$ cat config.mk
export PLATFORM = sky130hd
export DESIGN_NAME = vrf_write_arbiter_flat
export DESIGN_NICKNAME = d
export VERILOG_FILES = /design/src/rtl/vrf_write_arbiter_pkg.sv /design/src/rtl/vrf_write_arbiter_if.sv /design/src/rtl/vrf_write_arbiter_rr.sv /design/src/rtl/vrf_write_arbiter.sv /design/src/flat_wrapper.sv
export SDC_FILE = /design/constraint.sdc
export NUM_CORES = 1
export LEC_CHECK = 0
export ABC_AREA = 1
export BUFFER_PORTS_ARGS = -buffer_cell sky130_fd_sc_hd__clkbuf_2
export CAP_MARGIN = 10
export CORE_AREA = 2 2 210 192
export DETAILED_ROUTE_END_ITERATION = 7
export DIE_AREA = 0 0 212 194
export HOLD_SLACK_MARGIN = 0.15
export MAX_ROUTING_LAYER = met4
export PLACE_DENSITY = 0.77
export SETUP_SLACK_MARGIN = 0.3
export SYNTH_ARGS = -nofsm -noshare
export SYNTH_HDL_FRONTEND = slang
export SYNTH_HIERARCHICAL = 1
export SYNTH_SLANG_ARGS = --single-unit
$ cat constraint.sdc
create_clock -name clk -period 4.15 [get_ports clk]
set_clock_uncertainty 0.1 [all_clocks]
set_input_delay 0.2075 -clock clk [delete_from_list [all_inputs] [get_ports clk]]
set_output_delay 0.2075 -clock clk [all_outputs]
set_load 0.01 [all_outputs]
$ cat src/rtl/vrf_write_arbiter_pkg.sv
// Shared types and sizing for the vector register file write path.
package vrf_pkg;

  localparam int unsigned VRF_DEPTH = 16;
  localparam int unsigned DATA_W    = 128;
  localparam int unsigned ADDR_W    = 4;

  typedef struct packed {
    logic [ADDR_W-1:0] addr;
    logic [DATA_W-1:0] data;
  } vrf_wr_t;

  typedef enum logic {
    PRI_ALU = 1'b0,
    PRI_MEM = 1'b1
  } rr_ptr_e;

endpackage

$ cat src/rtl/vrf_write_arbiter_if.sv
// Writeback requester, reservation and register-file write-port bundle.
interface vrf_write_arbiter_if #(
  parameter int unsigned DATA_W = vrf_pkg::DATA_W,
  parameter int unsigned ADDR_W = vrf_pkg::ADDR_W,
  parameter int unsigned DEPTH  = vrf_pkg::VRF_DEPTH
);

  logic              alu_valid;
  logic              alu_ready;
  logic [ADDR_W-1:0] alu_addr;
  logic [DATA_W-1:0] alu_data;

  logic              mem_valid;
  logic              mem_ready;
  logic [ADDR_W-1:0] mem_addr;
  logic [DATA_W-1:0] mem_data;

  logic              rsv_valid;
  logic [ADDR_W-1:0] rsv_addr;

  logic [DEPTH-1:0]  busy;
  logic              we3;
  logic [ADDR_W-1:0] wa3;
  logic [DATA_W-1:0] wd3;
  logic              err_unrsv;

  modport master (
    output alu_valid, alu_addr, alu_data,
    output mem_valid, mem_addr, mem_data,
    output rsv_valid, rsv_addr,
    input  alu_ready, mem_ready, busy, we3, wa3, wd3, err_unrsv
  );

  modport slave (
    input  alu_valid, alu_addr, alu_data,
    input  mem_valid, mem_addr, mem_data,
    input  rsv_valid, rsv_addr,
    output alu_ready, mem_ready, busy, we3, wa3, wd3, err_unrsv
  );

endinterface

$ cat src/rtl/vrf_write_arbiter_rr.sv
// Two-way round-robin arbiter; pointer only moves on contended grants.
module rr_arbiter2
  import vrf_pkg::*;
(
  input  logic       clk,
  input  logic       rst_n,
  input  logic [1:0] req,
  output logic [1:0] gnt
);

  rr_ptr_e ptr_q, ptr_d;

  always_ff @(posedge clk or negedge rst_n) begin
    if (!rst_n) begin
      ptr_q <= PRI_ALU;
    end else begin
      ptr_q <= ptr_d;
    end
  end

  always_comb begin
    gnt   = '0;
    ptr_d = ptr_q;
    case (req)
      2'b01:   gnt = 2'b01;
      2'b10:   gnt = 2'b10;
      2'b11: begin
        if (ptr_q == PRI_ALU) begin
          gnt   = 2'b01;
          ptr_d = PRI_MEM;
        end else begin
          gnt   = 2'b10;
          ptr_d = PRI_ALU;
        end
      end
      default: gnt = '0;
    endcase
  end

endmodule

$ cat src/rtl/vrf_write_arbiter.sv
// Arbitrates ALU and load-unit writebacks onto the single VRF write port
// and tracks per-register pending writes.
module vrf_write_arbiter
  import vrf_pkg::*;
#(
  parameter int unsigned DATA_W = vrf_pkg::DATA_W,
  parameter int unsigned ADDR_W = vrf_pkg::ADDR_W
) (
  input  logic                 clk,
  input  logic                 rst_n,
  vrf_write_arbiter_if.slave   bus
);

  vrf_wr_t              alu_buf_q, alu_buf_d;
  vrf_wr_t              mem_buf_q, mem_buf_d;
  logic                 alu_full_q, alu_full_d;
  logic                 mem_full_q, mem_full_d;
  logic [1:0]           gnt;
  logic                 alu_acc, mem_acc;
  logic [ADDR_W-1:0]    sel_addr;
  logic [DATA_W-1:0]    sel_data;
  logic [VRF_DEPTH-1:0] busy_q, busy_d;
  logic                 we3_q, we3_d;
  logic [ADDR_W-1:0]    wa3_q, wa3_d;
  logic [DATA_W-1:0]    wd3_q, wd3_d;
  logic                 err_q, err_d;

  rr_arbiter2 u_rr (
    .clk   (clk),
    .rst_n (rst_n),
    .req   ({mem_full_q, alu_full_q}),
    .gnt   (gnt)
  );

  // Ready is gated by rst_n so it is low throughout reset; a granted buffer
  // may be refilled in the same cycle it drains.
  assign bus.alu_ready = rst_n & (~alu_full_q | gnt[0]);
  assign bus.mem_ready = rst_n & (~mem_full_q | gnt[1]);
  assign alu_acc       = bus.alu_valid & bus.alu_ready;
  assign mem_acc       = bus.mem_valid & bus.mem_ready;

  always_comb begin
    alu_full_d = alu_full_q;
    alu_buf_d  = alu_buf_q;
    mem_full_d = mem_full_q;
    mem_buf_d  = mem_buf_q;
    if (gnt[0]) alu_full_d = 1'b0;
    if (gnt[1]) mem_full_d = 1'b0;
    if (alu_acc) begin
      alu_full_d     = 1'b1;
      alu_buf_d.addr = bus.alu_addr;
      alu_buf_d.data = bus.alu_data;
    end
    if (mem_acc) begin
      mem_full_d     = 1'b1;
      mem_buf_d.addr = bus.mem_addr;
      mem_buf_d.data = bus.mem_data;
    end
  end

  always_comb begin
    sel_addr = gnt[1] ? mem_buf_q.addr : alu_buf_q.addr;
    sel_data = gnt[1] ? mem_buf_q.data : alu_buf_q.data;
    we3_d    = |gnt;
    wa3_d    = wa3_q;
    wd3_d    = wd3_q;
    busy_d   = busy_q;
    err_d    = err_q;
    if (we3_d) begin
      wa3_d            = sel_addr;
      wd3_d            = sel_data;
      busy_d[sel_addr] = 1'b0;
      if (!busy_q[sel_addr]) err_d = 1'b1;
    end
    // Applied after the clear so a same-edge reservation keeps the bit set.
    if (bus.rsv_valid) busy_d[bus.rsv_addr] = 1'b1;
  end

  always_ff @(posedge clk or negedge rst_n) begin
    if (!rst_n) begin
      alu_buf_q  <= '0;
      mem_buf_q  <= '0;
      alu_full_q <= 1'b0;
      mem_full_q <= 1'b0;
      busy_q     <= '0;
      we3_q      <= 1'b0;
      wa3_q      <= '0;
      wd3_q      <= '0;
      err_q      <= 1'b0;
    end else begin
      alu_buf_q  <= alu_buf_d;
      mem_buf_q  <= mem_buf_d;
      alu_full_q <= alu_full_d;
      mem_full_q <= mem_full_d;
      busy_q     <= busy_d;
      we3_q      <= we3_d;
      wa3_q      <= wa3_d;
      wd3_q      <= wd3_d;
      err_q      <= err_d;
    end
  end

  assign bus.busy      = busy_q;
  assign bus.we3       = we3_q;
  assign bus.wa3       = wa3_q;
  assign bus.wd3       = wd3_q;
  assign bus.err_unrsv = err_q;

endmodule

$ cat src/flat_wrapper.sv
// flat-port wrapper written by rule: the top's interface ports become plain ports
module vrf_write_arbiter_flat import vrf_pkg::*;
#(
  parameter int unsigned DATA_W = vrf_pkg::DATA_W,
  parameter int unsigned ADDR_W = vrf_pkg::ADDR_W
)
  (clk, rst_n, bus_alu_valid, bus_alu_addr, bus_alu_data, bus_mem_valid, bus_mem_addr, bus_mem_data, bus_rsv_valid, bus_rsv_addr, bus_alu_ready, bus_mem_ready, bus_busy, bus_we3, bus_wa3, bus_wd3, bus_err_unrsv);
  vrf_write_arbiter_if #(.DATA_W(DATA_W), .ADDR_W(ADDR_W), .DEPTH(16)) bus_i ();
  input  logic clk;
  input  logic rst_n;
  input wire logic [$bits(bus_i.alu_valid)-1:0] bus_alu_valid;
  input wire logic [$bits(bus_i.alu_addr)-1:0] bus_alu_addr;
  input wire logic [$bits(bus_i.alu_data)-1:0] bus_alu_data;
  input wire logic [$bits(bus_i.mem_valid)-1:0] bus_mem_valid;
  input wire logic [$bits(bus_i.mem_addr)-1:0] bus_mem_addr;
  input wire logic [$bits(bus_i.mem_data)-1:0] bus_mem_data;
  input wire logic [$bits(bus_i.rsv_valid)-1:0] bus_rsv_valid;
  input wire logic [$bits(bus_i.rsv_addr)-1:0] bus_rsv_addr;
  output wire logic [$bits(bus_i.alu_ready)-1:0] bus_alu_ready;
  output wire logic [$bits(bus_i.mem_ready)-1:0] bus_mem_ready;
  output wire logic [$bits(bus_i.busy)-1:0] bus_busy;
  output wire logic [$bits(bus_i.we3)-1:0] bus_we3;
  output wire logic [$bits(bus_i.wa3)-1:0] bus_wa3;
  output wire logic [$bits(bus_i.wd3)-1:0] bus_wd3;
  output wire logic [$bits(bus_i.err_unrsv)-1:0] bus_err_unrsv;
  assign bus_i.alu_valid = bus_alu_valid;
  assign bus_i.alu_addr = bus_alu_addr;
  assign bus_i.alu_data = bus_alu_data;
  assign bus_i.mem_valid = bus_mem_valid;
  assign bus_i.mem_addr = bus_mem_addr;
  assign bus_i.mem_data = bus_mem_data;
  assign bus_i.rsv_valid = bus_rsv_valid;
  assign bus_i.rsv_addr = bus_rsv_addr;
  assign bus_alu_ready = bus_i.alu_ready;
  assign bus_mem_ready = bus_i.mem_ready;
  assign bus_busy = bus_i.busy;
  assign bus_we3 = bus_i.we3;
  assign bus_wa3 = bus_i.wa3;
  assign bus_wd3 = bus_i.wd3;
  assign bus_err_unrsv = bus_i.err_unrsv;
  vrf_write_arbiter #(.DATA_W(DATA_W), .ADDR_W(ADDR_W)) u_core (.clk(clk), .rst_n(rst_n), .bus(bus_i));
endmodule
-- After elaboration in Yosys (flattened, before gate mapping)
Cells that the tools add are included.
- bits in registers: 417
- latch bits: 0
- RAM bits: 0
- memory bits (read-only): 0
- input port bits: 273
- word-level logic and storage cells: 54
- memories kept: 0
- add/subtract/negate cells: 0
- multiply operators: 0
- div/mod/pow operators: 0
- order comparisons: 4
- eq/ne operators: 3
- shift-type cells: 0
- multiplexer cells: 17
- bitwise operators: 12
- reductions and logical operators: 6
- operators by type and width (operator ; count):
    $mux 128 ; 1
    $mux 16 ; 2
    $and 16x16->16 ; 1
    $not 16->16 ; 1
    $or 16x16->16 ; 1
    $lt 4x5->1 const B ; 2
    $demux 1 s4 ; 2
    $ge 4x1->1 const B ; 2
    $mux 1 ; 8
    $pmux 2 s3 ; 1
    $and 1x1->1 ; 4
    $bmux 1 s4 ; 1
    $eq 2x2->1 const B ; 2
    $mux 4 ; 1
    $reduce_bool 2->1 ; 2
    $not 1->1 ; 3
    $eq 2x1->1 const B ; 1
    $logic_and 1x1->1 ; 2
    $mux 2 ; 1
    $or 1x1->1 ; 2
    $reduce_and 2->1 ; 1
    $reduce_or 2->1 ; 1

-- Longest topological paths before layout
Gate-level depths: netlist of run 1.
- depth in word-level cells: 12
- mapped depth: 14
- gate-level depth less buffers: 14

-- By module
Netlist of run 1, hierarchy kept.
- by module, submodules not included (module ; times used ; cells an instance ; area each (µm²) ; sequential area each (µm²)):
    vrf_write_arbiter ; 1 ; 1414 ; 16087.9 ; 10410.0
    rr_arbiter2 ; 1 ; 8 ; 60.1 ; 25.0

-- Least setup slack after synthesis of run 1
No wires, ideal clock.
- path kind: reg-to-reg
- start point: register u_core.mem_full_q
- end point: register u_core/mem_buf_q[122] (netlist bit)
- library setup time: 125 ps
- arrival time: 1707 ps
- path slack: 2218 ps
- stages on the path, launching flop included: 8
- period minus slack after synthesis: 1932 ps
- path through: dfrtp_1 > a21boi_1 > inv_2 > a21oi_4 > nand2_2 > buf_6 > buf_4 > mux2_4
- longest elaborated chain between the ends: 5
- elaborated cells between the ends (all ways): 8
- RTL lines (what ; RTL line ; RTL):
    from (decl) ; vrf_write_arbiter.sv:17 ; logic mem_full_q, mem_full_d;
    from (signal assigned) ; vrf_write_arbiter.sv:94 ; mem_full_q <= mem_full_d;
    $eq 2x2->1 / $eq 2x1->1 (equally long branches) ; vrf_write_arbiter_rr.sv:24 ; case (req)
    $pmux 2 s3 * ; vrf_write_arbiter_rr.sv:24 ;
    net u_core.gnt[1] ; vrf_write_arbiter.sv:18 ; logic [1:0] gnt;
    $or 1x1->1 * ; vrf_write_arbiter.sv:38 ; assign bus.mem_ready = rst_n & (~mem_full_q | gnt[1]);
    $and 1x1->1 * ; vrf_write_arbiter.sv:38 ;
    net bus_mem_ready ; flat_wrapper.sv:20 ; output wire logic [$bits(bus_i.mem_ready)-1:0] bus_mem_ready;
    $and 1x1->1 * ; vrf_write_arbiter.sv:40 ; assign mem_acc = bus.mem_valid & bus.mem_ready;
    to (signal assigned) ; vrf_write_arbiter.sv:92 ; mem_buf_q <= mem_buf_d;
    to (decl) ; vrf_write_arbiter.sv:15 ; vrf_wr_t mem_buf_q, mem_buf_d;
Mark *: on every way through the listed nets, which the timed path passes. The rest lies on a longest branch.
A chain may end at the register's enable or synchronous reset.

-- Worst setup path in the final report of run 1
- start point: register u_core.mem_full_q
- end point: register u_core.busy_q[4] (netlist: u_core/bus.busy[4])
- longest elaborated chain between the ends: 12
- elaborated cells between the ends (all ways): 16
- RTL lines (what ; RTL line ; RTL):
    $eq 2x2->1 / $eq 2x1->1 (equally long branches) ; vrf_write_arbiter_rr.sv:24 ;
    $pmux 2 s3 * ; vrf_write_arbiter_rr.sv:24 ;
    net u_core.gnt[1] ; vrf_write_arbiter.sv:18 ;
    $mux 4 ; vrf_write_arbiter.sv:62 ; sel_addr = gnt[1] ? mem_buf_q.addr : alu_buf_q.addr;
    $lt 4x5->1 (not written as such) / $ge 4x1->1 (equally long branches) ; vrf_write_arbiter.sv:72 ; busy_d[sel_addr] = 1'b0;
    $logic_and 1x1->1 (not written as such) ; vrf_write_arbiter.sv:72 ;
    $mux 1 (not written as such) ; vrf_write_arbiter.sv:72 ;
    $demux 1 s4 ; - ;
    $not 16->16 (no source line) ; - ;
    $and 16x16->16 (no source line) ; - ;
    $mux 16 * ; vrf_write_arbiter.sv:69 ; if (we3_d) begin
    $or 16x16->16 (no source line) ; - ;
    $mux 16 * ; vrf_write_arbiter.sv:76 ; if (bus.rsv_valid) busy_d[bus.rsv_addr] = 1'b1;
    net u_core.busy_d[4] ; vrf_write_arbiter.sv:22 ; logic [VRF_DEPTH-1:0] busy_q, busy_d;
    to (signal assigned) ; vrf_write_arbiter.sv:95 ; busy_q <= busy_d;
    to (decl) ; vrf_write_arbiter.sv:22 ;
Marks and branches as above.

==> impl_results.html, run 1 <==
<table>
<tr><th>Metric</th><th>Value</th></tr>
<tr><th colspan="2">Die</th></tr>
<tr><td>Row count</td><td>69</td></tr>
<tr><td>DIE AREA</td><td>41100 um2</td></tr>
<tr><td>Core outline area</td><td>38900 um2</td></tr>
<tr><td>Chip height</td><td>194 um</td></tr>
<tr><td>Total I/O pin count</td><td>425</td></tr>
<tr><td>Die W</td><td>212 um</td></tr>
<tr><td>Initial cell density of the core</td><td>0.415</td></tr>
<tr><th colspan="2">Clocking</th></tr>
<tr><td>Latest clock arrival within the worst-skew pair</td><td>0.55 ns</td></tr>
<tr><td>CTS sink count</td><td>417</td></tr>
<tr><td>Clock root buffer</td><td>clkbuf_16</td></tr>
<tr><td>Number of hold buffers added after CTS</td><td>286</td></tr>
<tr><td>Max Root-Sink Buffers</td><td>3</td></tr>
<tr><td>Post-CTS clock slew at the launch and capture registers of the worst setup and hold paths</td><td>0.06 ns</td></tr>
<tr><td>CTS tree</td><td>built</td></tr>
<tr><td>Total of cells resized after clock tree synthesis</td><td>0</td></tr>
<tr><td>Inserted Clock Buffers</td><td>43</td></tr>
<tr><td>H-tree depth</td><td>2</td></tr>
<tr><td>Number of setup buffers added after CTS</td><td>0</td></tr>
<tr><th colspan="2">Synthesis</th></tr>
<tr><td>Post-synth net total</td><td>1695</td></tr>
<tr><td>Warnings from Yosys</td><td>6</td></tr>
<tr><td>Cell area after synthesis</td><td>16100 um2</td></tr>
<tr><td>Area leader, netlist</td><td>dfrtp_1</td></tr>
<tr><td>Yosys top cell area share</td><td>0.646</td></tr>
<tr><td>Most instantiated flip-flop cell in the synthesis netlist</td><td>dfrtp_1</td></tr>
<tr><td>Most instantiated library cell after synthesis</td><td>dfrtp_1</td></tr>
<tr><td>Sequential cell area fraction in the yosys report</td><td>0.646</td></tr>
<tr><td>Commonest cells post-synth</td><td>dfrtp_1 (417), a21oi_1 (234), nor2_1 (138)</td></tr>
<tr><td>Top post-synthesis cells by area</td><td>dfrtp_1 (65%), a21oi_1 (7.3%), mux2_2 (6.3%)</td></tr>
<tr><td>Distinct cell type count of the synthesized netlist</td><td>22</td></tr>
<tr><td>Synthesized netlist cell count</td><td>1422</td></tr>
<tr><td>Number of flops mapped to enable cells by yosys</td><td>0</td></tr>
<tr><td>Proportion of register bits with asynchronous set or reset after synthesis</td><td>1.00</td></tr>
<tr><td>Flip-flop and latch count after synthesis</td><td>417</td></tr>
<tr><td>Avg Cell Area, Syn</td><td>11.4 um2</td></tr>
<tr><th colspan="2">Finish</th></tr>
<tr><td>Final Net Count</td><td>2380</td></tr>
<tr><td>Final instance count without filler cells</td><td>2677</td></tr>
<tr><td>Share of post-route cells with drive strength above 1</td><td>0.289</td></tr>
<tr><td>Area grow syn2layout</td><td>43.4%</td></tr>
<tr><td>Design Area, Final</td><td>23100 um2</td></tr>
<tr><th colspan="2">STA</th></tr>
<tr><td>Final count of pins violating max slew</td><td>0</td></tr>
<tr><td>Worst-Margin Slew</td><td>1.13 ns</td></tr>
<tr><td>Max frequency</td><td>291 MHz</td></tr>
<tr><td>Final number of hold-violating endpoints</td><td>0</td></tr>
<tr><td>Unrepaired setup endpoints after global routing</td><td>no</td></tr>
<tr><td>Worst slew slack as a fraction of its limit</td><td>0.248</td></tr>
<tr><td>Share of the clock period used by the worst path after layout</td><td>0.828</td></tr>
<tr><td>Final critical-path required period</td><td>3.43 ns</td></tr>
<tr><td>TNS Setup</td><td>0 ns</td></tr>
<tr><td>Setup-failing EPs final</td><td>0</td></tr>
<tr><th colspan="2">Global route</th></tr>
<tr><td>Overflow after GRT</td><td>0</td></tr>
<tr><td>First-pass GRT wire length</td><td>82900 um</td></tr>
<tr><td>Maximum number of pins on one net before global-route repair</td><td>161</td></tr>
<tr><td>Number of antenna violations at the first check in global routing</td><td>5</td></tr>
<tr><td>Number of global-route vias before repair</td><td>15300</td></tr>
<tr><td>Overall routing resource usage</td><td>0.264</td></tr>
<tr><th colspan="2">Placement</th></tr>
<tr><td>Port bufs</td><td>424</td></tr>
<tr><td>Global placement routability congestion</td><td>0.926</td></tr>
<tr><td>Half-perimeter wire length of the detailed placement result</td><td>29200 um</td></tr>
<tr><td>Total cell area at the placement stage</td><td>18700 um2</td></tr>
<tr><td>Total instance count after detailed placement</td><td>2308</td></tr>
<tr><th colspan="2">Worst setup path</th></tr>
<tr><td>Start-to-end type of the worst setup path</td><td>flip-flop to flip-flop</td></tr>
<tr><td>Setup crit start kind</td><td>flip-flop</td></tr>
<tr><td>Worst Setup End Kind</td><td>flip-flop</td></tr>
<tr><td>CP arrival</td><td>3.76 ns</td></tr>
<tr><td>Endpoint required time on the critical path</td><td>4.48 ns</td></tr>
<tr><td>Peak fanout along the critical path</td><td>85</td></tr>
<tr><th colspan="2">Min path</th></tr>
<tr><td>Hold Crit Class</td><td>primary input to flip-flop</td></tr>
<tr><th colspan="2">Pwr</th></tr>
<tr><td>Total net switching power</td><td>6860 uW</td></tr>
<tr><td>Leakage</td><td>0.0111 uW</td></tr>
<tr><td>Sequential power share</td><td>0.401</td></tr>
<tr><td>Logic pwr share</td><td>0.373</td></tr>
<tr><td>Switching part of the total power</td><td>0.379</td></tr>
<tr><td>Worst-case vdd ir drop</td><td>0.443 mV</td></tr>
<tr><td>Power per cell area</td><td>782 nW/um2</td></tr>
<tr><td>Part of the total power dissipated in the clock network</td><td>0.226</td></tr>
<tr><td>Internal power</td><td>11200 uW</td></tr>
<tr><th colspan="2">Detailed routing</th></tr>
<tr><td>DRC marker count from the first detailed-route iteration</td><td>1399</td></tr>
<tr><td>Wire length reported by the detailed router</td><td>52800 um</td></tr>
<tr><td>Antenna-violating nets left</td><td>0</td></tr>
<tr><td>Number of remaining DRC errors</td><td>0</td></tr>
<tr><td>Overall via count from detail_route</td><td>14100</td></tr>
<tr><td>Number of vias per cell after detailed routing</td><td>5.28</td></tr>
<tr><td>Post-detailed-route wirelength per cell</td><td>19.7 um</td></tr>
<tr><td>Drt pass-1 iters</td><td>5</td></tr>
<tr><th colspan="2">Run status</th></tr>
<tr><td>Status</td><td>finished clean</td></tr>
<tr><th colspan="2">Job</th></tr>
<tr><td>Max-cap violation count</td><td>0</td></tr>
</table>
## path summary, 6_finish.rpt
path                       slack, ns  cells past startpoint                 start               endpoint
setup / recovery                0.72                      9     u_core/mem_full_q     u_core/bus.busy[4]
hold / removal                  0.30                      3     bus_mem_data[110]  u_core/mem_buf_q[110]
setup reg to reg                0.72                      9     u_core/mem_full_q     u_core/bus.busy[4]
hold reg to reg                 0.37                      2  u_core/bus.err_unrsv   u_core/bus.err_unrsv
max in group asynchronous       1.54                      5                 rst_n   u_core/alu_buf_q[64]
min in group asynchronous       0.66                      4                 rst_n    u_core/bus.wd3[101]
## worst max-delay path, stage by stage, from the launching register on
cell           delay, ns
dfrtp_1             0.47
a21boi_2            0.22
inv_4               0.08
buf_4               0.84
nand2_1             0.18
nand2_1             0.27
nand3_1             0.19
o21ai_0             0.18
o21ai_0             0.13
dlygate4sd3_1       0.59
## state kept, by name (all words and copies together) (netlist names), 4 cells and up
register	flops
u_core/mem_buf_q	132
u_core/bus.wd3	128
u_core/alu_buf_q	132
u_core/bus.wa3	4
u_core/bus.busy	16
## power groups by stage
stage / logic (uW) / clock network [uW] / registers [uW]
3_3_place_gp: 5990 / 0 / 7100
5_1_grt: 7340 / 4310 / 7440
3_5_place_dp: 6210 / 0 / 7180
4_1_cts: 6520 / 4130 / 7150
2_1_floorplan: 3770 / 0 / 7230
6_report: 6750 / 4080 / 7260
## stage by stage
step,hold WS [ns],setup slack [ns],power (uW),util
3_5_place_dp,-0.0115,1.35,13400,0.482
5_1_grt,0.295,0.447,19100,0.595
2_1_floorplan,-0.188,2.22,11000,-
6_report,0.304,0.715,18100,0.595
4_1_cts,0.264,0.903,17800,0.594
3_3_place_gp,-0.0139,1.42,13100,0.482
## layout make-up
cell class / instances / area [um2]
fillers: 2846 / 15800
flip-flops and latches: 417 / 10400
repair buffers: 725 / 5180
multi-input cells: 787 / 4840
clock buffers: 63 / 1320
well taps: 532 / 666
inverters: 133 / 504
clock inverters: 15 / 193
diodes: 5 / 12.5
## kinds of logic (layout without fill, tap and decap cells)
| group | count (synthesis) | count (layout) | synth area share |
|---|---|---|---|
| AOI/OAI and AO/OA | 400 | 400 | 0.135 |
| buffers and inverters | 218 | 936 | 0.0563 |
| other | 0 | 5 | 0 |
| muxes | 147 | 147 | 0.104 |
| DFF | 417 | 417 | 0.646 |
| and+or+nand+nor | 240 | 240 | 0.0581 |
## cell usage in the layout (no fill, tap or decap), types with 10 or more instances in the layout
cell	Yosys	routed
clkbuf_2	0	423
dfrtp_1	417	417
dlygate4sd3_1	0	285
a21oi_1	234	234
nor2_1	138	137
inv_1	130	130
o22ai_1	128	128
mux2_2	90	90
nand2_1	74	73
mux2_1	50	50
clkbuf_16	0	45
o21ai_0	33	33
clkbuf_8	0	13
nor3_1	13	13
nand3_1	13	13
buf_4	1	10
## routing by layer
| metal | vias up | part of all wire | GRT usage |
|---|---|---|---|
| met5 | - | 0 | - |
| met4 | 0 | 0.051 | 0.142 |
| met3 | 200 | 0.083 | 0.0599 |
| met2 | 779 | 0.49 | 0.433 |
| met1 | 6955 | 0.37 | 0.300 |
| li1 | 6203 | - | - |
Power figures use the tool's default switching activity.
==> run 2: changes to the inputs <==
Clock period 4.15 ns to 3.51 ns, I/O delays scaled along.
==> run 2 against run 1 <==
Effect of this change: core utilization grew 0.12 points; wire length is essentially flat; worst setup slack lost 0.24 ns; sequential power grew 18%; final cell count grew 0.19%; count of clock-buffer cells in the layout shrank 2.
==> impl_results.html, run 2 (synthesis gave the netlist of run 1 again) <==
<table>
<tr><th>Metric</th><th>Value</th></tr>
<tr><th colspan="2">Run status</th></tr>
<tr><td>Status</td><td>finished clean (unchanged)</td></tr>
<tr><th colspan="2">Worst setup path</th></tr>
<tr><td>Endpoint required time on the critical path</td><td>3.85 ns (was 4.48 ns)</td></tr>
<tr><td>CP arrival</td><td>3.37 ns (was 3.76 ns)</td></tr>
<tr><td>Critical path origin</td><td>rst_n (was u_core/mem_full_q)</td></tr>
<tr><td>Peak fanout along the critical path</td><td>19 (was 85)</td></tr>
<tr><td>Setup crit end</td><td>u_core/alu_buf_q[48] (was u_core/bus.busy[4])</td></tr>
<tr><td>Destination of the worst register-to-register timing path</td><td>u_core/alu_buf_q[48] (was u_core/bus.busy[4])</td></tr>
<tr><td>R2R Path Start</td><td>u_core/alu_full_q (was u_core/mem_full_q)</td></tr>
<tr><td>Worst Setup End Kind</td><td>flip-flop (unchanged)</td></tr>
<tr><td>Start-to-end type of the worst setup path</td><td>primary input to flip-flop (was flip-flop to flip-flop)</td></tr>
<tr><td>Setup crit start kind</td><td>primary input (was flip-flop)</td></tr>
<tr><td>Register-to-Register Path Depth</td><td>8 (was 9)</td></tr>
<tr><td>Reg2Reg Setup Slack</td><td>0.53 ns (was 0.72 ns)</td></tr>
<tr><th colspan="2">Global route</th></tr>
<tr><td>Overflow after GRT</td><td>0 (unchanged)</td></tr>
<tr><td>Maximum number of pins on one net before global-route repair</td><td>164 (was 161)</td></tr>
<tr><td>Number of antenna violations at the first check in global routing</td><td>7 (was 5)</td></tr>
<tr><td>First-pass GRT wire length</td><td>83000 um (was 82900 um)</td></tr>
<tr><td>Number of global-route vias before repair</td><td>15400 (was 15300)</td></tr>
<tr><td>Overall routing resource usage</td><td>0.264 (about the same)</td></tr>
<tr><th colspan="2">Die</th></tr>
<tr><td>Die W</td><td>212 um (unchanged)</td></tr>
<tr><td>Initial cell density of the core</td><td>0.415 (unchanged)</td></tr>
<tr><td>DIE AREA</td><td>41100 um2 (unchanged)</td></tr>
<tr><td>Total I/O pin count</td><td>425 (unchanged)</td></tr>
<tr><td>Row count</td><td>69 (unchanged)</td></tr>
<tr><td>Chip height</td><td>194 um (unchanged)</td></tr>
<tr><td>Core outline area</td><td>38900 um2 (unchanged)</td></tr>
<tr><th colspan="2">STA</th></tr>
<tr><td>Unrepaired setup endpoints after global routing</td><td>no (unchanged)</td></tr>
<tr><td>Worst-Margin Slew</td><td>0.965 ns (was 1.13 ns)</td></tr>
<tr><td>Worst slew slack as a fraction of its limit</td><td>0.357 (was 0.248)</td></tr>
<tr><td>Final critical-path required period</td><td>3.03 ns</td></tr>
<tr><td>Share of the clock period used by the worst path after layout</td><td>0.863</td></tr>
<tr><td>Max frequency</td><td>330 MHz</td></tr>
<tr><td>Final number of hold-violating endpoints</td><td>0 (unchanged)</td></tr>
<tr><td>TNS Setup</td><td>0 ns (unchanged)</td></tr>
<tr><td>Setup-failing EPs final</td><td>0 (unchanged)</td></tr>
<tr><td>Final count of pins violating max slew</td><td>0 (unchanged)</td></tr>
<tr><th colspan="2">Finish</th></tr>
<tr><td>Number of fill cells</td><td>2909 (was 2846)</td></tr>
<tr><td>Area grow syn2layout</td><td>43.7% (was 43.4%)</td></tr>
<tr><td>Final Net Count</td><td>2387 (was 2380)</td></tr>
<tr><td>Design Area, Final</td><td>23200 um2 (was 23100 um2)</td></tr>
<tr><td>Most frequent cells in the layout</td><td>clkbuf_2 (423), dfrtp_1 (417), dlygate4sd3_1 (291), a21oi_1 (233), nor2_1 (137) (was clkbuf_2 (423), dfrtp_1 (417), dlygate4sd3_1 (285), a21oi_1 (234), nor2_1 (137))</td></tr>
<tr><td>Share of post-route cells with drive strength above 1</td><td>0.287 (was 0.289)</td></tr>
<tr><td>Commonest non-fill, non-tap cell in the layout</td><td>clkbuf_2 (unchanged)</td></tr>
<tr><th colspan="2">Pwr</th></tr>
<tr><td>Worst-case vdd ir drop</td><td>0.574 mV (was 0.443 mV)</td></tr>
<tr><td>Leakage</td><td>0.0111 uW (about the same)</td></tr>
<tr><td>Power per cell area</td><td>923 nW/um2 (was 782 nW/um2)</td></tr>
<tr><th colspan="2">Detailed routing</th></tr>
<tr><td>Antenna-violating nets left</td><td>0 (unchanged)</td></tr>
<tr><td>Drt pass-1 iters</td><td>6 (was 5)</td></tr>
<tr><td>Number of vias per cell after detailed routing</td><td>5.33 (was 5.28)</td></tr>
<tr><td>Overall via count from detail_route</td><td>14300 (was 14100)</td></tr>
<tr><td>DRC marker count from the first detailed-route iteration</td><td>1249 (was 1399)</td></tr>
<tr><td>Post-detailed-route wirelength per cell</td><td>19.7 um (about the same)</td></tr>
<tr><td>Wire length reported by the detailed router</td><td>52900 um (was 52800 um)</td></tr>
<tr><td>Number of remaining DRC errors</td><td>0 (unchanged)</td></tr>
<tr><th colspan="2">Placement</th></tr>
<tr><td>Port bufs</td><td>424 (unchanged)</td></tr>
<tr><td>Half-perimeter wire length of the detailed placement result</td><td>29500 um (was 29200 um)</td></tr>
<tr><td>Total cell area at the placement stage</td><td>18800 um2 (was 18700 um2)</td></tr>
<tr><td>Global placement routability congestion</td><td>0.934 (was 0.926)</td></tr>
<tr><th colspan="2">Clocking</th></tr>
<tr><td>Number of setup buffers added after CTS</td><td>0 (unchanged)</td></tr>
<tr><td>CTS sink count</td><td>417 (unchanged)</td></tr>
<tr><td>Inserted Clock Buffers</td><td>43 (unchanged)</td></tr>
<tr><td>Max Root-Sink Buffers</td><td>3 (unchanged)</td></tr>
<tr><td>Post-CTS clock slew at the launch and capture registers of the worst setup and hold paths</td><td>0.06 ns (about the same)</td></tr>
<tr><td>Clock root buffer</td><td>clkbuf_16 (unchanged)</td></tr>
<tr><td>CTS tree</td><td>built (unchanged)</td></tr>
<tr><td>Latest clock arrival within the worst-skew pair</td><td>0.57 ns (was 0.55 ns)</td></tr>
<tr><td>H-tree depth</td><td>2 (unchanged)</td></tr>
<tr><th colspan="2">Min path</th></tr>
<tr><td>Hold Crit Class</td><td>primary input to flip-flop (unchanged)</td></tr>
<tr><th colspan="2">Job</th></tr>
<tr><td>Max-cap violation count</td><td>0 (unchanged)</td></tr>
</table>
## run 2: changes by cell type in the layout (fill, tap and decap cells not counted), moves of 2 or more
cell / before / now
dlygate4sd3_1: 285 / 291
clkbuf_1: 5 / 8
clkbuf_8: 13 / 10
clkinv_2: 6 / 3
inv_6: 0 / 3
buf_4: 10 / 8
clkbuf_16: 45 / 43
clkinvlp_4: 3 / 1
diode_2: 5 / 7
## run 2: worst max-delay path: stages
cell           delay, ns
dlygate4sd3_1       0.54
dlygate4sd3_1       0.59
buf_8               0.17
inv_1               0.11
a21oi_2             0.19
nand2_4             0.21
nor2_1              0.17
dlygate4sd3_1       0.58
a21oi_1             0.05
dlygate4sd3_1       0.56
## run 2: what timing repair did
item	4_1_cts	5_1_grt
setup endpoints to repair	0	5
hold buffers	292	0
endpoints found under the hold margin	697	0
resized for setup	0	2
## run 2: metal layers
| layer | global-route usage | part of all wire | wire, um | up-vias |
|---|---|---|---|---|
| met5 | - | 0 | 0 | - |
| met4 | 0.146 | 0.052 | 2770 | 0 |
| met3 | 0.0669 | 0.082 | 4310 | 199 |
| met2 | 0.432 | 0.49 | 26100 | 760 |
| met1 | 0.296 | 0.37 | 19600 | 7094 |
| li1 | - | - | - | 6232 |
## run 2: report_power, final
part	switching [uW]	internal, uW
logic	4850	3230
registers	1380	7230
clock network	1900	2830
## run 2: layout make-up
type                       instances  area (um2)  area share
sequential                       417       10400       0.450
timing repair buffer             732        5280       0.228
multi-input combinational        787        4840       0.209
clock buffer                      61        1240      0.0536
tap                              532         666      0.0287
inverter                         133         504      0.0217
clock inverter                    13         208     0.00895
antenna                            7        17.5    0.000755
## run 2: worst min path at each step
| stage | from | endpoint | slack (ns) | depth (start not counted) |
|---|---|---|---|---|
| final | bus_mem_valid | u_core/mem_buf_q[128] | 0.19 | 3 |
| after CTS | bus_mem_valid | u_core/mem_buf_q[128] | 0.16 | 3 |
| after global routing | bus_mem_valid | u_core/mem_buf_q[128] | 0.19 | 3 |
| after detailed placement | rst_n | u_core/bus.wd3[105] | 0.04 | 1 |
| after global placement | rst_n | u_core/bus.wd3[105] | 0.04 | 1 |
| after floorplan | rst_n | u_core/alu_buf_q[0] | -0.22 | 0 |
## run 2: metrics by stage
step                power [uW]  utilization  cells  hold slack, ns  setup slack, ns
finish                   21400        0.596   2682           0.187            0.479
global route             22600        0.596   2682           0.195            0.341
CTS                      21000        0.595   2675           0.160            0.383
detailed placement       15900        0.482   2309          0.0397            0.847
global placement         15500        0.482   2309          0.0370            0.915
floorplan                13000            -   1422          -0.220             1.58
==> run 3: changes to the inputs <==
Settings changed: BUFFER_PORTS_ARGS -buffer_cell sky130_fd_sc_hd__clkbuf_2 to not set, DONT_BUFFER_PORTS set to 1, PLACE_DENSITY 0.77 to 0.68.
==> run 3 against run 2 <==
Effect of this change: the run now ends with hold timing left; core utilization is 4.7 points lower; worst hold slack worse by 0.97 ns; sequential cell count stayed put; global-route usage is 3.2 points lower; critical path depth is 3 lower; sequential share of layout area is 3.9 points higher; power is 5.1% lower; worst setup slack better by 0.0052 ns; final area is 8.0% lower; via count is 13% lower; combinational power is 17% lower; wire length is 11% lower; largest power group unchanged; highest routed layer unchanged.
==> impl_results.html, run 3 (synthesis gave the netlist of run 1 again) <==
<table>
<tr><th>Metric</th><th>Value</th></tr>
<tr><th colspan="2">STA</th></tr>
<tr><td>Worst slew slack as a fraction of its limit</td><td>0.257 (was 0.357)</td></tr>
<tr><td>TNS Setup</td><td>0 ns (unchanged)</td></tr>
<tr><td>Share of the clock period used by the worst path after layout</td><td>0.862 (was 0.863)</td></tr>
<tr><td>Worst hold-check slack</td><td>-0.786 ns (was 0.187 ns)</td></tr>
<tr><td>Final count of pins violating max slew</td><td>0 (unchanged)</td></tr>
<tr><td>Worst-Margin Slew</td><td>1.11 ns (was 0.965 ns)</td></tr>
<tr><td>Setup-failing EPs final</td><td>0 (unchanged)</td></tr>
<tr><td>Unrepaired setup endpoints after global routing</td><td>no (unchanged)</td></tr>
<tr><td>Final number of hold-violating endpoints</td><td>417 (was 0)</td></tr>
<tr><td>Max frequency</td><td>331 MHz (was 330 MHz)</td></tr>
<tr><td>Final critical-path required period</td><td>3.03 ns (about the same)</td></tr>
<tr><th colspan="2">Finish</th></tr>
<tr><td>Commonest non-fill, non-tap cell in the layout</td><td>dfrtp_1 (was clkbuf_2)</td></tr>
<tr><td>Share of post-route cells with drive strength above 1</td><td>0.103 (was 0.287)</td></tr>
<tr><td>Final Net Count</td><td>2007 (was 2387)</td></tr>
<tr><td>Most frequent cells in the layout</td><td>dfrtp_1 (417), dlygate4sd3_1 (337), a21oi_1 (233), nor2_1 (137), inv_1 (130) (was clkbuf_2 (423), dfrtp_1 (417), dlygate4sd3_1 (291), a21oi_1 (233), nor2_1 (137))</td></tr>
<tr><td>Design Area, Final</td><td>21400 um2 (was 23200 um2)</td></tr>
<tr><td>Number of fill cells</td><td>3036 (was 2909)</td></tr>
<tr><td>Area grow syn2layout</td><td>32.2% (was 43.7%)</td></tr>
<tr><th colspan="2">Worst setup path</th></tr>
<tr><td>Setup crit start kind</td><td>flip-flop (was primary input)</td></tr>
<tr><td>Destination of the worst register-to-register timing path</td><td>u_core/mem_buf_q[99] (was u_core/alu_buf_q[48])</td></tr>
<tr><td>Worst Setup End Kind</td><td>flip-flop (unchanged)</td></tr>
<tr><td>Endpoint required time on the critical path</td><td>3.85 ns (about the same)</td></tr>
<tr><td>Register-to-Register Path Depth</td><td>7 (was 8)</td></tr>
<tr><td>Start-to-end type of the worst setup path</td><td>flip-flop to flip-flop (was primary input to flip-flop)</td></tr>
<tr><td>Reg2Reg Setup Slack</td><td>0.48 ns (was 0.53 ns)</td></tr>
<tr><td>R2R Path Start</td><td>u_core/mem_full_q (was u_core/alu_full_q)</td></tr>
<tr><td>CP arrival</td><td>3.36 ns (was 3.37 ns)</td></tr>
<tr><td>Peak fanout along the critical path</td><td>44 (was 19)</td></tr>
<tr><th colspan="2">Global route</th></tr>
<tr><td>Overall routing resource usage</td><td>0.232 (was 0.264)</td></tr>
<tr><td>Overflow after GRT</td><td>0 (unchanged)</td></tr>
<tr><td>Maximum number of pins on one net before global-route repair</td><td>419 (was 164)</td></tr>
<tr><td>Number of global-route vias before repair</td><td>13200 (was 15400)</td></tr>
<tr><td>Number of antenna violations at the first check in global routing</td><td>5 (was 7)</td></tr>
<tr><td>First-pass GRT wire length</td><td>72800 um (was 83000 um)</td></tr>
<tr><th colspan="2">Detailed routing</th></tr>
<tr><td>Wire length reported by the detailed router</td><td>47100 um (was 52900 um)</td></tr>
<tr><td>DRC marker count from the first detailed-route iteration</td><td>1198 (was 1249)</td></tr>
<tr><td>Antenna-violating nets left</td><td>0 (unchanged)</td></tr>
<tr><td>Number of vias per cell after detailed routing</td><td>5.42 (was 5.33)</td></tr>
<tr><td>Overall via count from detail_route</td><td>12500 (was 14300)</td></tr>
<tr><td>Number of remaining DRC errors</td><td>0 (unchanged)</td></tr>
<tr><td>Post-detailed-route wirelength per cell</td><td>20.5 um (was 19.7 um)</td></tr>
<tr><td>Drt pass-1 iters</td><td>5 (was 6)</td></tr>
<tr><th colspan="2">Die</th></tr>
<tr><td>Core outline area</td><td>38900 um2 (unchanged)</td></tr>
<tr><td>Initial cell density of the core</td><td>0.415 (unchanged)</td></tr>
<tr><td>Row count</td><td>69 (unchanged)</td></tr>
<tr><td>Total I/O pin count</td><td>425 (unchanged)</td></tr>
<tr><td>Die W</td><td>212 um (unchanged)</td></tr>
<tr><td>DIE AREA</td><td>41100 um2 (unchanged)</td></tr>
<tr><td>Chip height</td><td>194 um (unchanged)</td></tr>
<tr><th colspan="2">Pwr</th></tr>
<tr><td>Worst-case vdd ir drop</td><td>0.541 mV (was 0.574 mV)</td></tr>
<tr><td>Power per cell area</td><td>952 nW/um2 (was 923 nW/um2)</td></tr>
<tr><td>Total power</td><td>20300 uW (was 21400 uW)</td></tr>
<tr><td>Leakage</td><td>0.00943 uW (was 0.0111 uW)</td></tr>
<tr><th colspan="2">Placement</th></tr>
<tr><td>Total cell area at the placement stage</td><td>16600 um2 (was 18800 um2)</td></tr>
<tr><td>Port bufs</td><td>0 (was 424)</td></tr>
<tr><td>Global placement routability congestion</td><td>0.850 (was 0.934)</td></tr>
<tr><td>Half-perimeter wire length of the detailed placement result</td><td>27000 um (was 29500 um)</td></tr>
<tr><th colspan="2">Clocking</th></tr>
<tr><td>Post-CTS clock slew at the launch and capture registers of the worst setup and hold paths</td><td>0.06 ns (about the same)</td></tr>
<tr><td>CTS tree</td><td>built (unchanged)</td></tr>
<tr><td>Latest clock arrival within the worst-skew pair</td><td>0.56 ns (was 0.57 ns)</td></tr>
<tr><td>Number of hold buffers added after CTS</td><td>337 (was 292)</td></tr>
<tr><td>H-tree depth</td><td>2 (unchanged)</td></tr>
<tr><td>Clock root buffer</td><td>clkbuf_16 (unchanged)</td></tr>
<tr><td>Max Root-Sink Buffers</td><td>3 (unchanged)</td></tr>
<tr><td>CTS sink count</td><td>417 (unchanged)</td></tr>
<tr><td>Inserted Clock Buffers</td><td>43 (unchanged)</td></tr>
<tr><th colspan="2">Run status</th></tr>
<tr><td>Violations in the final reports</td><td>hold timing</td></tr>
<tr><td>Status</td><td>finished, violations left (was finished clean)</td></tr>
<tr><th colspan="2">Job</th></tr>
<tr><td>Max-cap violation count</td><td>0 (unchanged)</td></tr>
<tr><th colspan="2">Min path</th></tr>
<tr><td>Hold Crit Class</td><td>primary input to async pin (was primary input to flip-flop)</td></tr>
</table>
run 3: cell count changes in the layout (fill, tap and decap cells not counted), moves of 2 or more:
cell / delta
diode_2: -2
clkbuf_16: +2
clkbuf_8: -5
inv_6: -3
dlygate4sd3_1: +46
bufinv_16: -4
clkbuf_1: +5
clkinv_2: +2
clkbuf_2: -423
run 3: power breakdown:
group / switching, uW / total, uW / leakage [uW] / internal (uW)
sequential: 1990 / 9210 / 0.00468 / 7220
clock: 1850 / 4370 / 0.000648 / 2520
combinational: 3770 / 6740 / 0.00410 / 2960
run 3: worst max path at each step:
stage | startpoint | to | slack (ns) | cells past startpoint
after CTS | u_core/alu_full_q | u_core/alu_buf_q[118] | 0.32 | 6
after detailed placement | u_core/alu_full_q | u_core/alu_buf_q[74] | 0.54 | 7
after floorplan | u_core/mem_full_q | u_core/mem_buf_q[122] | 1.58 | 7
after global placement | u_core/alu_full_q | u_core/alu_buf_q[78] | 0.61 | 7
final | u_core/mem_full_q | u_core/mem_buf_q[99] | 0.48 | 7
after global routing | u_core/mem_full_q | u_core/bus.busy[12] | 0.34 | 10
run 3: repair_timing:
action,CTS,global route
setup endpoints to repair,0,21
hold endpoints to repair,698,417
resized for setup,0,3
buffers inserted,0,0
run 3: worst max-delay path: stages, from the launching register on:
cell and delay (ns):
dfrtp_1 0.48, a21boi_4 0.34, inv_4 0.08, a21oi_4 0.30, nand2_8 0.34, buf_12 0.32, mux2_1 0.34, dlygate4sd3_1 0.58
run 3: metal layers:
layer,wire [um],GRT usage,part of all wire,up-vias
met5,0,-,0,-
met4,1980,0.110,0.042,0
met3,4420,0.0677,0.094,137
met2,22700,0.372,0.48,654
met1,17900,0.269,0.38,6197
li1,-,-,-,5473
run 3: layout make-up:
| class | instances | area (um2) | share of cell area |
|---|---|---|---|
| Antenna cell | 5 | 12.5 | 0.000586 |
| Clock buffer | 63 | 1240 | 0.0582 |
| Clock inverter | 9 | 80.1 | 0.00375 |
| Inverter | 133 | 504 | 0.0236 |
| Multi-Input combinational cell | 787 | 4850 | 0.227 |
| Sequential cell | 417 | 10400 | 0.489 |
| Tap cell | 532 | 666 | 0.0312 |
| Timing Repair Buffer | 352 | 3560 | 0.167 |
run 3: through the flow:
stage,setup slack (ns),utilization,cells
2_1_floorplan,1.58,-,1422
3_3_place_gp,0.609,0.427,1884
3_5_place_dp,0.544,0.427,1884
4_1_cts,0.319,0.548,2293
5_1_grt,0.343,0.548,2298
6_report,0.484,0.548,2298
